File: src/rtl/spi_boot_pkg.sv
// spi_boot_pkg
//   Shared types and constants for the SPI boot master.
//   - state_e     : frame sequencer states (also exported on the debug port)
//   - SPI_CMD_*   : command bytes understood by the pulpino SPI slave
//   - max3        : constant helper for sizing registers from parameters
package spi_boot_pkg;

    typedef enum logic [3:0] {
        ST_IDLE     = 4'd0,
        ST_CS_SETUP = 4'd1,
        ST_CMD      = 4'd2,
        ST_ADDR     = 4'd3,
        ST_DUMMY    = 4'd4,
        ST_TX       = 4'd5,
        ST_RX       = 4'd6,
        ST_CS_HOLD  = 4'd7,
        ST_GAP      = 4'd8
    } state_e;

    localparam logic [7:0] SPI_CMD_WRMEM  = 8'h02;
    localparam logic [7:0] SPI_CMD_RDMEM  = 8'h0B;
    localparam logic [7:0] SPI_CMD_WRREG0 = 8'h01;
    localparam logic [7:0] SPI_CMD_WRREG1 = 8'h11;

    function automatic int max3(input int a, input int b, input int c);
        int m;
        m = (a > b) ? a : b;
        return (m > c) ? m : c;
    endfunction

endpackage

File: src/rtl/spi_boot_clkgen.sv
// spi_boot_clkgen
//   SPI clock generator. While i_en is high a half-period counter runs
//   0..HALF_DIV-1 and sck toggles when it wraps. The rise/fall strobes are
//   high in the clk cycle whose closing edge makes sck rise/fall, so logic
//   in the parent that acts on a strobe updates on the same edge as sck.
//   Dropping i_en parks sck low and clears the counter.
// Ports
//   i_clk, i_rst_n : clock, synchronous active-low reset
//   i_en           : run the divider
//   o_sck          : registered SPI clock (mode 0, idle low)
//   o_rise, o_fall : edge strobes (combinational)
module spi_boot_clkgen #(
    parameter int HALF_DIV = 2
) (
    input  logic i_clk,
    input  logic i_rst_n,
    input  logic i_en,
    output logic o_sck,
    output logic o_rise,
    output logic o_fall
);

    localparam int CW = (HALF_DIV > 1) ? $clog2(HALF_DIV) : 1;

    logic [CW-1:0] r_cnt;
    logic          r_sck;
    logic          w_tick;

    assign w_tick = i_en && (r_cnt == CW'(HALF_DIV - 1));
    assign o_rise = w_tick && !r_sck;
    assign o_fall = w_tick &&  r_sck;
    assign o_sck  = r_sck;

    always_ff @(posedge i_clk) begin
        if (!i_rst_n) begin
            r_cnt <= '0;
            r_sck <= 1'b0;
        end else if (!i_en) begin
            r_cnt <= '0;
            r_sck <= 1'b0;
        end else if (w_tick) begin
            r_cnt <= '0;
            r_sck <= ~r_sck;
        end else begin
            r_cnt <= r_cnt + CW'(1);
        end
    end

endmodule

File: src/rtl/spi_boot_master.sv
// spi_boot_master
//   SPI master that runs one boot request (cmd, optional address, optional
//   dummy cycles, one data word) as a single chip-select frame towards the
//   pulpino SPI slave, in single-lane or quad mode.
// Handshake
//   A request transfers on the clk edge where req_valid_i && req_ready_o;
//   req_ready_o is high only in IDLE, every req_* field and qpi_i is captured
//   on that edge, and nothing is buffered while busy. rsp_valid_o is a
//   one-cycle pulse when the frame completes (GAP entry).
// Ports
//   clk, rst_n       : clock, synchronous active-low reset
//   qpi_i            : 0 single lane, 1 quad
//   req_*            : request channel (valid/ready, rnw, cmd, addr, dummy, wdata)
//   rsp_valid_o      : frame complete pulse
//   rsp_rdata_o      : last read word, held until the next read completes
//   busy_o           : frame in progress
//   spi_*            : SPI pads (mode 0)
//   dbg_state_o      : current sequencer state
module spi_boot_master
    import spi_boot_pkg::*;
#(
    parameter int ADDR_W   = 32,
    parameter int DATA_W   = 32,
    parameter int HALF_DIV = 2,
    parameter int CS_GAP   = 4
) (
    input  logic              clk,
    input  logic              rst_n,
    input  logic              qpi_i,
    input  logic              req_valid_i,
    output logic              req_ready_o,
    input  logic              req_rnw_i,
    input  logic [7:0]        req_cmd_i,
    input  logic              req_addr_en_i,
    input  logic [ADDR_W-1:0] req_addr_i,
    input  logic [5:0]        req_dummy_i,
    input  logic [DATA_W-1:0] req_wdata_i,
    output logic              rsp_valid_o,
    output logic [DATA_W-1:0] rsp_rdata_o,
    output logic              busy_o,
    output logic              spi_sck_o,
    output logic              spi_csn_o,
    output logic [3:0]        spi_sdo_o,
    output logic [3:0]        spi_oe_o,
    input  logic [3:0]        spi_sdi_i,
    output state_e            dbg_state_o
);

    if ((ADDR_W % 4) != 0 || (DATA_W % 4) != 0 || HALF_DIV < 1) begin : g_param_err
        $error("spi_boot_master: ADDR_W and DATA_W must be multiples of 4, HALF_DIV >= 1");
    end

    // Shift register wide enough for any tx phase, MSB aligned.
    localparam int SH_W  = max3(8, ADDR_W, DATA_W);
    // Phase counter also has to hold a 6-bit dummy count.
    localparam int CNT_W = $clog2(max3(ADDR_W, DATA_W, 63) + 1);
    localparam int TMR_W = $clog2(max3(HALF_DIV, CS_GAP, 1) + 1);

    // Reload values are "sck cycles in phase minus one".
    localparam logic [CNT_W-1:0] CMD_S  = CNT_W'(7);
    localparam logic [CNT_W-1:0] CMD_Q  = CNT_W'(1);
    localparam logic [CNT_W-1:0] ADDR_S = CNT_W'(ADDR_W - 1);
    localparam logic [CNT_W-1:0] ADDR_Q = CNT_W'(ADDR_W / 4 - 1);
    localparam logic [CNT_W-1:0] DATA_S = CNT_W'(DATA_W - 1);
    localparam logic [CNT_W-1:0] DATA_Q = CNT_W'(DATA_W / 4 - 1);
    localparam logic [TMR_W-1:0] HOLD_LD = TMR_W'(HALF_DIV - 1);
    localparam logic [TMR_W-1:0] GAP_LD  = TMR_W'((CS_GAP > 0) ? CS_GAP - 1 : 0);

    state_e            r_state;
    state_e            w_next_state;
    state_e            w_after_addr;

    logic              r_qpi;
    logic              r_rnw;
    logic              r_addr_en;
    logic [ADDR_W-1:0] r_addr;
    logic [5:0]        r_dummy;
    logic [DATA_W-1:0] r_wdata;
    logic [SH_W-1:0]   r_shift;
    logic [CNT_W-1:0]  r_bits;
    logic [TMR_W-1:0]  r_tmr;
    logic [DATA_W-1:0] r_rx;
    logic [DATA_W-1:0] r_rdata;
    logic              r_rsp_valid;

    logic              w_accept;
    logic              w_clk_en;
    logic              w_rise;
    logic              w_fall;
    logic              w_phase_done;
    logic [3:0]        w_oe_tx;
    logic [3:0]        w_lanes;
    logic [SH_W-1:0]   w_cmd_al;
    logic [SH_W-1:0]   w_addr_al;
    logic [SH_W-1:0]   w_data_al;

    spi_boot_clkgen #(
        .HALF_DIV (HALF_DIV)
    ) u_clkgen (
        .i_clk   (clk),
        .i_rst_n (rst_n),
        .i_en    (w_clk_en),
        .o_sck   (spi_sck_o),
        .o_rise  (w_rise),
        .o_fall  (w_fall)
    );

    assign w_accept     = (r_state == ST_IDLE) && req_valid_i;
    assign w_phase_done = w_fall && (r_bits == '0);
    assign w_cmd_al     = SH_W'(req_cmd_i) << (SH_W - 8);
    assign w_addr_al    = SH_W'(r_addr)    << (SH_W - ADDR_W);
    assign w_data_al    = SH_W'(r_wdata)   << (SH_W - DATA_W);
    assign w_oe_tx      = r_qpi ? 4'hF : 4'h1;
    assign w_lanes      = r_qpi ? r_shift[SH_W-1 -: 4] : {3'b000, r_shift[SH_W-1]};
    assign w_after_addr = !r_rnw ? ST_TX : ((r_dummy != 6'd0) ? ST_DUMMY : ST_RX);

    assign rsp_valid_o  = r_rsp_valid;
    assign rsp_rdata_o  = r_rdata;
    assign dbg_state_o  = r_state;

    // State register
    always_ff @(posedge clk) begin
        if (!rst_n) begin
            r_state <= ST_IDLE;
        end else begin
            r_state <= w_next_state;
        end
    end

    // Next-state logic. Shift phases end on the falling strobe of their last sck.
    always_comb begin
        w_next_state = r_state;
        case (r_state)
            ST_IDLE:     if (req_valid_i)    w_next_state = ST_CS_SETUP;
            ST_CS_SETUP: if (r_tmr == '0)    w_next_state = ST_CMD;
            ST_CMD:      if (w_phase_done)   w_next_state = r_addr_en ? ST_ADDR : w_after_addr;
            ST_ADDR:     if (w_phase_done)   w_next_state = w_after_addr;
            ST_DUMMY:    if (w_phase_done)   w_next_state = ST_RX;
            ST_TX,
            ST_RX:       if (w_phase_done)   w_next_state = ST_CS_HOLD;
            ST_CS_HOLD:  if (r_tmr == '0)    w_next_state = ST_GAP;
            ST_GAP:      if (r_tmr == '0)    w_next_state = ST_IDLE;
            default:                         w_next_state = ST_IDLE;
        endcase
    end

    // Outputs decoded from state. Lanes are forced to 0 whenever not driven.
    always_comb begin
        req_ready_o = 1'b0;
        busy_o      = 1'b1;
        spi_csn_o   = 1'b0;
        spi_oe_o    = 4'h0;
        w_clk_en    = 1'b0;
        case (r_state)
            ST_IDLE: begin
                req_ready_o = 1'b1;
                busy_o      = 1'b0;
                spi_csn_o   = 1'b1;
            end
            ST_GAP:      spi_csn_o = 1'b1;
            ST_CS_SETUP: spi_oe_o  = w_oe_tx;
            ST_CMD,
            ST_ADDR,
            ST_TX: begin
                spi_oe_o = w_oe_tx;
                w_clk_en = 1'b1;
            end
            ST_DUMMY,
            ST_RX:       w_clk_en  = 1'b1;
            default: ;
        endcase
        spi_sdo_o = w_lanes & spi_oe_o;
    end

    // Datapath: request capture, per-phase reloads, shift-out, shift-in.
    always_ff @(posedge clk) begin
        if (!rst_n) begin
            r_qpi       <= 1'b0;
            r_rnw       <= 1'b0;
            r_addr_en   <= 1'b0;
            r_addr      <= '0;
            r_dummy     <= '0;
            r_wdata     <= '0;
            r_shift     <= '0;
            r_bits      <= '0;
            r_tmr       <= '0;
            r_rx        <= '0;
            r_rdata     <= '0;
            r_rsp_valid <= 1'b0;
        end else begin
            r_rsp_valid <= 1'b0;
            if (w_accept) begin
                r_qpi     <= qpi_i;
                r_rnw     <= req_rnw_i;
                r_addr_en <= req_addr_en_i;
                r_addr    <= req_addr_i;
                r_dummy   <= req_dummy_i;
                r_wdata   <= req_wdata_i;
                // Command MSB is on the lanes for the whole CS_SETUP window.
                r_shift   <= w_cmd_al;
                r_bits    <= qpi_i ? CMD_Q : CMD_S;
                r_tmr     <= HOLD_LD;
            end else begin
                if (r_tmr != '0) begin
                    r_tmr <= r_tmr - TMR_W'(1);
                end
                if (w_fall) begin
                    if (r_bits == '0) begin
                        case (w_next_state)
                            ST_ADDR: begin
                                r_shift <= w_addr_al;
                                r_bits  <= r_qpi ? ADDR_Q : ADDR_S;
                            end
                            ST_TX: begin
                                r_shift <= w_data_al;
                                r_bits  <= r_qpi ? DATA_Q : DATA_S;
                            end
                            ST_DUMMY:   r_bits <= CNT_W'(r_dummy) - CNT_W'(1);
                            ST_RX:      r_bits <= r_qpi ? DATA_Q : DATA_S;
                            ST_CS_HOLD: r_tmr  <= HOLD_LD;
                            default: ;
                        endcase
                    end else begin
                        r_bits  <= r_bits - CNT_W'(1);
                        r_shift <= r_qpi ? (r_shift << 4) : (r_shift << 1);
                    end
                end
                if (w_rise && r_state == ST_RX) begin
                    // Single lane reads come back on sdi[1] (slave MISO).
                    r_rx <= r_qpi ? ((r_rx << 4) | DATA_W'(spi_sdi_i))
                                  : ((r_rx << 1) | DATA_W'(spi_sdi_i[1]));
                end
                if (r_state == ST_CS_HOLD && w_next_state == ST_GAP) begin
                    r_rsp_valid <= 1'b1;
                    r_tmr       <= GAP_LD;
                    if (r_rnw) begin
                        r_rdata <= r_rx;
                    end
                end
            end
        end
    end

endmodule

File: config.mk
export PLATFORM = sky130hd
export DESIGN_NAME = spi_boot_master
export DESIGN_NICKNAME = d
export VERILOG_FILES = /design/src/rtl/spi_boot_pkg.sv /design/src/rtl/spi_boot_clkgen.sv /design/src/rtl/spi_boot_master.sv
export SDC_FILE = /design/constraint.sdc
export NUM_CORES = 1
export LEC_CHECK = 0
export ABC_AREA = 1
export CAP_MARGIN = 20
export CELL_PAD_IN_SITES_DETAIL_PLACEMENT = 0
export CELL_PAD_IN_SITES_GLOBAL_PLACEMENT = 1
export CORE_MARGIN = 4
export CORE_UTILIZATION = 35
export CTS_CLUSTER_SIZE = 10
export DETAILED_ROUTE_END_ITERATION = 8
export GPL_TIMING_DRIVEN = 0
export PLACE_DENSITY_LB_ADDON = 0.1
export SLEW_MARGIN = 10
export SYNTH_ARGS = -nofsm -noshare
export SYNTH_HDL_FRONTEND = slang
export SYNTH_SLANG_ARGS = --single-unit
File: constraint.sdc
create_clock -name clk -period 3.2 [get_ports clk]
set_clock_uncertainty 0.2 [all_clocks]
set_input_delay 0.32 -clock clk [delete_from_list [all_inputs] [get_ports clk]]
set_output_delay 0.32 -clock clk [all_outputs]
set_load 0.02 [all_outputs]
-- Word-level counts from Yosys, hierarchy flattened
Cells that the tools add are included.
- $add $sub $neg: 4
- equal/unequal tests: 17
- multiplexer cells: 38
- bitwise operators: 7
- reductions and logical operators: 28
- operator list (cell ; count):
    $mux W32 ; 5
    $pmux W32 S2 ; 1
    $mux W4 ; 11
    $eq A4 B3 Y1 const B ; 8
    $or A32 B1 Y32 ; 1
    $or A32 B4 Y32 ; 1
    $pmux W4 S8 ; 1
    $mux W3 ; 6
    $mux W6 ; 3
    $eq A4 B2 Y1 const B ; 3
    $pmux W6 S2 ; 1
    $sub A6 B1 Y6 const B ; 2
    $reduce_and A2 Y1 ; 5
    $reduce_or A3 Y1 ; 3
    $eq A4 B4 Y1 const B ; 2
    $logic_and A1 B1 Y1 ; 7
    $logic_not A6 Y1 ; 1
    $mux W1 ; 6
    $mux W2 ; 3
    $reduce_bool A6 Y1 ; 1
    $reduce_or A2 Y1 ; 3
    $mux W5 ; 1
    $reduce_or A5 Y1 ; 1
    $and A4 B4 Y4 ; 1
    14 further kinds ; 17
- bits in registers: 185
- input bits: 88
- output and inout bits: 49
- logic and storage cells: 112

-- Depth between registers and ports, before layout
- depth after elaboration: 14
- gate-level depth with buffers: 20

-- Hierarchy
Synthesis repeated with hierarchy kept, for this count alone.
- cell total of the unflattened synthesis: 1193
- area total of the unflattened synthesis: 8344.3 µm²
- modules (own cells, without submodules) (module ; times used ; cells each ; area an instance (µm²)):
    spi_boot_master ; 1 ; 1180 ; 8250.4
    spi_boot_clkgen ; 1 ; 13 ; 93.8

-- Worst setup path before layout
OpenSTA, ideal clock, no wires.
- path kind: register to register
- start point: register r_bits[0]
- end point: register r_shift[26]
- library setup time: 128 ps
- arrival: 2124 ps
- data required time: 2872 ps
- slack: 748 ps
- stages on the path, launching flop included: 17
- path buffers: 3
- clock period less this slack: 2452 ps
- path through: dfxtp_1 inv_1 ha_1 nand3_2 nor2_2 buf_4 nand4_1 nand2_1 nand2_1 o21ai_2 nand3_2 buf_6 buf_6 o21ai_0 a21oi_1 nor2_1 nor2_1
- longest elaborated chain between the ends: 9
- RTL lines (what ; RTL line ; RTL):
    start: declaration ; spi_boot_master.sv:80 ; logic [CNT_W-1:0] r_bits;
    start signal: assignment ; spi_boot_master.sv:201 ; r_bits <= qpi_i ? CMD_Q : CMD_S;
    start signal: assignment ; spi_boot_master.sv:212 ; r_bits <= r_qpi ? ADDR_Q : ADDR_S;
    start signal: assignment ; spi_boot_master.sv:216 ; r_bits <= r_qpi ? DATA_Q : DATA_S;
    $logic_not A6 Y1 * ; spi_boot_master.sv:109, spi_boot_master.sv:208 ;
    $logic_and A1 B1 Y1 ; spi_boot_master.sv:109 ; assign w_phase_done = w_fall && (r_bits == '0);
    $mux W4 (on tied branches) ; -- ;
    $pmux W4 S8 ; spi_boot_master.sv:133 ; case (r_state)
    $eq A4 B3 Y1 or $eq A4 B2 Y1 (tied branches) ; spi_boot_master.sv:209 ; case (w_next_state)
    $pmux W32 S2 ; spi_boot_master.sv:209 ;
    $mux W32 ; spi_boot_master.sv:208 ; if (r_bits == '0) begin
    $mux W32 ; spi_boot_master.sv:207 ; if (w_fall) begin
    $mux W32 ; spi_boot_master.sv:192 ; if (w_accept) begin
    end signal: assignment ; spi_boot_master.sv:200 ; r_shift <= w_cmd_al;
    end signal: assignment ; spi_boot_master.sv:211 ; r_shift <= w_addr_al;
    end signal: assignment ; spi_boot_master.sv:215 ; r_shift <= w_data_al;
    end: declaration ; spi_boot_master.sv:79 ; logic [SH_W-1:0] r_shift;
Every way passes the cells marked *; elsewhere a longest branch is shown, timed or not. The select of a mux whose other input is x is not followed.
A chain may end at the register's enable or synchronous reset.

-- Worst setup path in the final report
- start point: register r_state[0], in the netlist dbg_state_o[0]
- end point: register r_wdata[0]
- longest elaborated chain between the ends: 2
- RTL lines (what ; RTL line ; RTL):
    start: declaration ; spi_boot_master.sv:69 ; state_e r_state;
    start signal: assignment ; spi_boot_master.sv:126 ; r_state <= w_next_state;
    $logic_not A4 Y1 ; spi_boot_master.sv:108 ; assign w_accept = (r_state == ST_IDLE) && req_valid_i;
    $logic_and A1 B1 Y1 ; spi_boot_master.sv:108 ;
    end signal: assignment ; spi_boot_master.sv:198 ; r_wdata <= req_wdata_i;
    end: declaration ; spi_boot_master.sv:78 ; logic [DATA_W-1:0] r_wdata;
Every way passes these cells.

==> run_summary.xml <==
<?xml version="1.0" encoding="UTF-8"?>
<metrics>
  <group name="die">
    <metric name="initial_core_util" unit="%">35.8</metric>
    <metric name="die_width" unit="um">163</metric>
    <metric name="count_of_pins_on_the_block_boundary" unit="">137</metric>
    <metric name="die_height" unit="um">163</metric>
    <metric name="design.core.area" unit="um^2">23500</metric>
    <metric name="die_area" unit="um^2">26600</metric>
    <metric name="fp_rows" unit="">56</metric>
  </group>
  <group name="sta">
    <metric name="timing_worst_slew_pin_value" unit="ns">0.862</metric>
    <metric name="slew_violations" unit="">0</metric>
    <metric name="rsz0062_at_grt" unit="">no</metric>
    <metric name="period_share" unit="%">91.5</metric>
    <metric name="timing_hold_violations_final" unit="">0</metric>
    <metric name="setup_viol" unit="">0</metric>
    <metric name="period_needed" unit="ns">2.93</metric>
    <metric name="fin_ws" unit="ns">0.271</metric>
    <metric name="slew_headroom" unit="%">42.6</metric>
    <metric name="max_clock_freq" unit="MHz">341</metric>
    <metric name="fin_setup_tns" unit="ns">0</metric>
  </group>
  <group name="global_routing">
    <metric name="grt.total_usage" unit="%">20.2</metric>
    <metric name="antenna_found_initial" unit="">0</metric>
    <metric name="grt_first_pass_wirelength" unit="um">42700</metric>
    <metric name="grt_pass1_vias" unit="">7846</metric>
    <metric name="grt-ovfl-total" unit="">0</metric>
    <metric name="grt_max_degree" unit="">22</metric>
  </group>
  <group name="synth">
    <metric name="synth-async-reset-ratio" unit="%">0</metric>
    <metric name="yosysWarningCount" unit="">0</metric>
    <metric name="netlist_instances" unit="">1165</metric>
    <metric name="netlist-cell-type-count" unit="">34</metric>
    <metric name="synth_seq_cells" unit="">185</metric>
    <metric name="synthFlopType" unit="">dfxtp_1</metric>
    <metric name="ys_seq_area_share" unit="%">44.0</metric>
    <metric name="count_of_flip_flops_with_a_built_in_enable_after_synthesis" unit="">0</metric>
    <metric name="synthesis.area" unit="um^2">8420</metric>
    <metric name="synth_area_per_cell" unit="um^2">7.23</metric>
    <metric name="total_nets_after_synthesis" unit="">1259</metric>
  </group>
  <group name="placement">
    <metric name="weighted_congestion_at_the_end_of_routability_driven_global_placement" unit="">0.837</metric>
    <metric name="place.port_buffers" unit="">136</metric>
    <metric name="place_inst" unit="">1620</metric>
    <metric name="place.detailed.hpwl" unit="um">20100</metric>
    <metric name="dp_worst_setup_slack" unit="ns">-0.0965</metric>
  </group>
  <group name="cells_and_area">
    <metric name="num-fill-cells" unit="">2517</metric>
    <metric name="final_cell_count_no_fill" unit="">1650</metric>
    <metric name="antenna_cells_inserted" unit="">0</metric>
    <metric name="final_common_cell" unit="">a21oi_1</metric>
    <metric name="mostFrequentLayoutCells" unit="">a21oi_1 (196), nand2_1 (194), dfxtp_1 (185)</metric>
    <metric name="synthToLayoutAreaGrowth" unit="%">28.3</metric>
    <metric name="number_of_nets_at_the_end_of_the_flow" unit="">1412</metric>
    <metric name="share_of_layout_cells_above_drive_strength_1" unit="%">6.16</metric>
  </group>
  <group name="cts">
    <metric name="cts.path.max_buffers" unit="">2</metric>
    <metric name="insertion_delay" unit="ns">0.44</metric>
    <metric name="htree_num_levels" unit="">4</metric>
    <metric name="tritoncts" unit="">yes</metric>
    <metric name="number_of_hold_buffers_added_after_cts" unit="">0</metric>
    <metric name="post_cts_buffers" unit="">0</metric>
    <metric name="clock_transition_at_the_register_clock_pins_on_the_worst_setup_and_hold_paths_after_cts" unit="ns">0.08</metric>
    <metric name="clock_tree_root" unit="">clkbuf_16</metric>
    <metric name="clock-sinks" unit="">185</metric>
    <metric name="numCtsBuffers" unit="">17</metric>
  </group>
  <group name="hold_path">
    <metric name="min-delay-start" unit="">req_wdata_i[10]</metric>
    <metric name="worstHoldPathType" unit="">input port to register</metric>
  </group>
  <group name="power">
    <metric name="static-leakage-power" unit="uW">0.00416</metric>
    <metric name="irDropWorstVdd" unit="mV">0.360</metric>
    <metric name="cellPowerDensity" unit="nW/um^2">530</metric>
    <metric name="total_power" unit="uW">5720</metric>
  </group>
  <group name="setup_path">
    <metric name="setup.worst_path.start_class" unit="">register</metric>
    <metric name="max_stage_delay" unit="ns">0.56</metric>
    <metric name="critical_path_maximum_fanout" unit="">10</metric>
    <metric name="crit_buf_inv" unit="">4</metric>
    <metric name="cell_with_the_biggest_individual_delay_on_the_critical_path" unit="">clkbuf_1</metric>
    <metric name="critPathCaptureType" unit="">register</metric>
    <metric name="cp_data_arrival_time" unit="ns">3.09</metric>
    <metric name="reg2reg_from" unit="">dbg_state_o[0]$_SDFF_PN0_</metric>
    <metric name="crit_required" unit="ns">3.36</metric>
    <metric name="critical_path.startpoint" unit="">dbg_state_o[0]$_SDFF_PN0_</metric>
    <metric name="critical_path.cell_chain" unit="">nor2_1 &gt; inv_1 &gt; nor2_2 &gt; nand2_2 &gt; inv_1 &gt; clkbuf_1 &gt; clkbuf_1 &gt; nand2_1 &gt; a21oi_1</metric>
    <metric name="worst_path_dominant_cell_family" unit="">buffers and inverters</metric>
    <metric name="path_class" unit="">register to register</metric>
  </group>
  <group name="detailed_routing">
    <metric name="postRouteWirelength" unit="um">26800</metric>
    <metric name="ant_nets" unit="">0</metric>
    <metric name="detail_route.vias_per_cell" unit="">4.93</metric>
    <metric name="drt_first_iter_violations" unit="">457</metric>
    <metric name="drc_errors" unit="">0</metric>
    <metric name="drtPass1Iterations" unit="">5</metric>
    <metric name="wire_per_inst" unit="um">16.2</metric>
    <metric name="via_count" unit="">8135</metric>
  </group>
  <group name="outcome">
    <metric name="result_of_the_run" unit="">finished clean</metric>
  </group>
  <group name="flow_run">
    <metric name="cap_viol_max_count" unit="">0</metric>
  </group>
</metrics>
## power breakdown
part	leakage [uW]	internal [uW]	switching (uW)
sequential	0.00151	2420	60.9
clock	0.000298	1070	1120
combinational	0.00235	368	682
## per-stage QoR
stage          util (%)  hold WS, ns  cell area (um^2)
5_1_grt            45.9        0.219             10800
6_report           45.9        0.229             10800
2_1_floorplan         -        0.230              8420
3_5_place_dp       43.2        0.246             10200
4_1_cts            45.9        0.215             10800
3_3_place_gp       43.2        0.240             10200
## kinds of logic (layout without fill, tap and decap cells)
| logic type | count (synthesis) | in the layout | synth area share (%) |
|---|---|---|---|
| compound gates | 419 | 419 | 27.0 |
| xor+xnor | 6 | 6 | 0.624 |
| fa+ha+maj | 6 | 6 | 0.892 |
| buf+inv | 209 | 375 | 10.4 |
| flops | 185 | 185 | 44.0 |
| simple gates | 340 | 340 | 17.1 |
## layer usage
| layer | GRT usage [%] | part of all wire, % |
|---|---|---|
| met1 | 29.6 | 50 |
| met2 | 31.1 | 44 |
| met3 | 3.53 | 4.5 |
| met4 | 4.92 | 1.3 |
| met5 | 0 | 0 |
## synthesized netlist by cell type (9+ instances only)
master    count  area (um^2)
dfxtp_1     185         3700
inv_1       120          450
a21oi_1     196          981
nand3_1      20          100
nand2_1     194          728
o21ai_0     129          646
clkbuf_1     64          240
nor2_1       91          342
o21ai_1      27          135
buf_6         9          101
a211oi_1     61          458
nand4_1       9         56.3
## cell type report
cell class              instances  area [um^2]  area share [%]
repair buffers                136         1360            12.6
multi-input cells             771         3850            35.6
plain buffers                  82          398            3.68
inverters                     125          472            4.37
clock inverters                15          191            1.77
flip-flops and latches        185         3700            34.3
well taps                     319          399            3.70
clock buffers                  17          425            3.94
## sequential cells by signal, indices dropped and copies added (netlist names)
register / count
u_clkgen.o_sck: 1
u_clkgen.r_cnt: 1
r_addr_en: 1
r_tmr: 3
r_qpi: 1
r_shift: 32
dbg_state_o: 4
r_rx: 32
rsp_valid_o: 1
r_rnw: 1
r_bits: 6
r_dummy: 6
rsp_rdata_o: 32
r_wdata: 32
r_addr: 32
## worst min-delay path: stages
cell and delay (ns):
clkdlybuf4s50_1 0.40, nand2_1 0.06, a21oi_1 0.05
## worst paths after layout
check	end	slack (ns)	depth (start not counted)
min	r_wdata[10]$_SDFFE_PN0P_	0.23	3
min reg2reg	r_addr[2]$_SDFFE_PN0P_	0.26	2
max reg2reg	r_wdata[0]$_SDFFE_PN0P_	0.27	9
max	r_wdata[0]$_SDFFE_PN0P_	0.27	9
## timing repair
item,4_1_cts,5_1_grt
pin swaps,0,0
cloned,0,0
resized for setup,3,1
endpoints found under the setup margin,7,5
No activity file was read; power rests on OpenSTA's default activity.
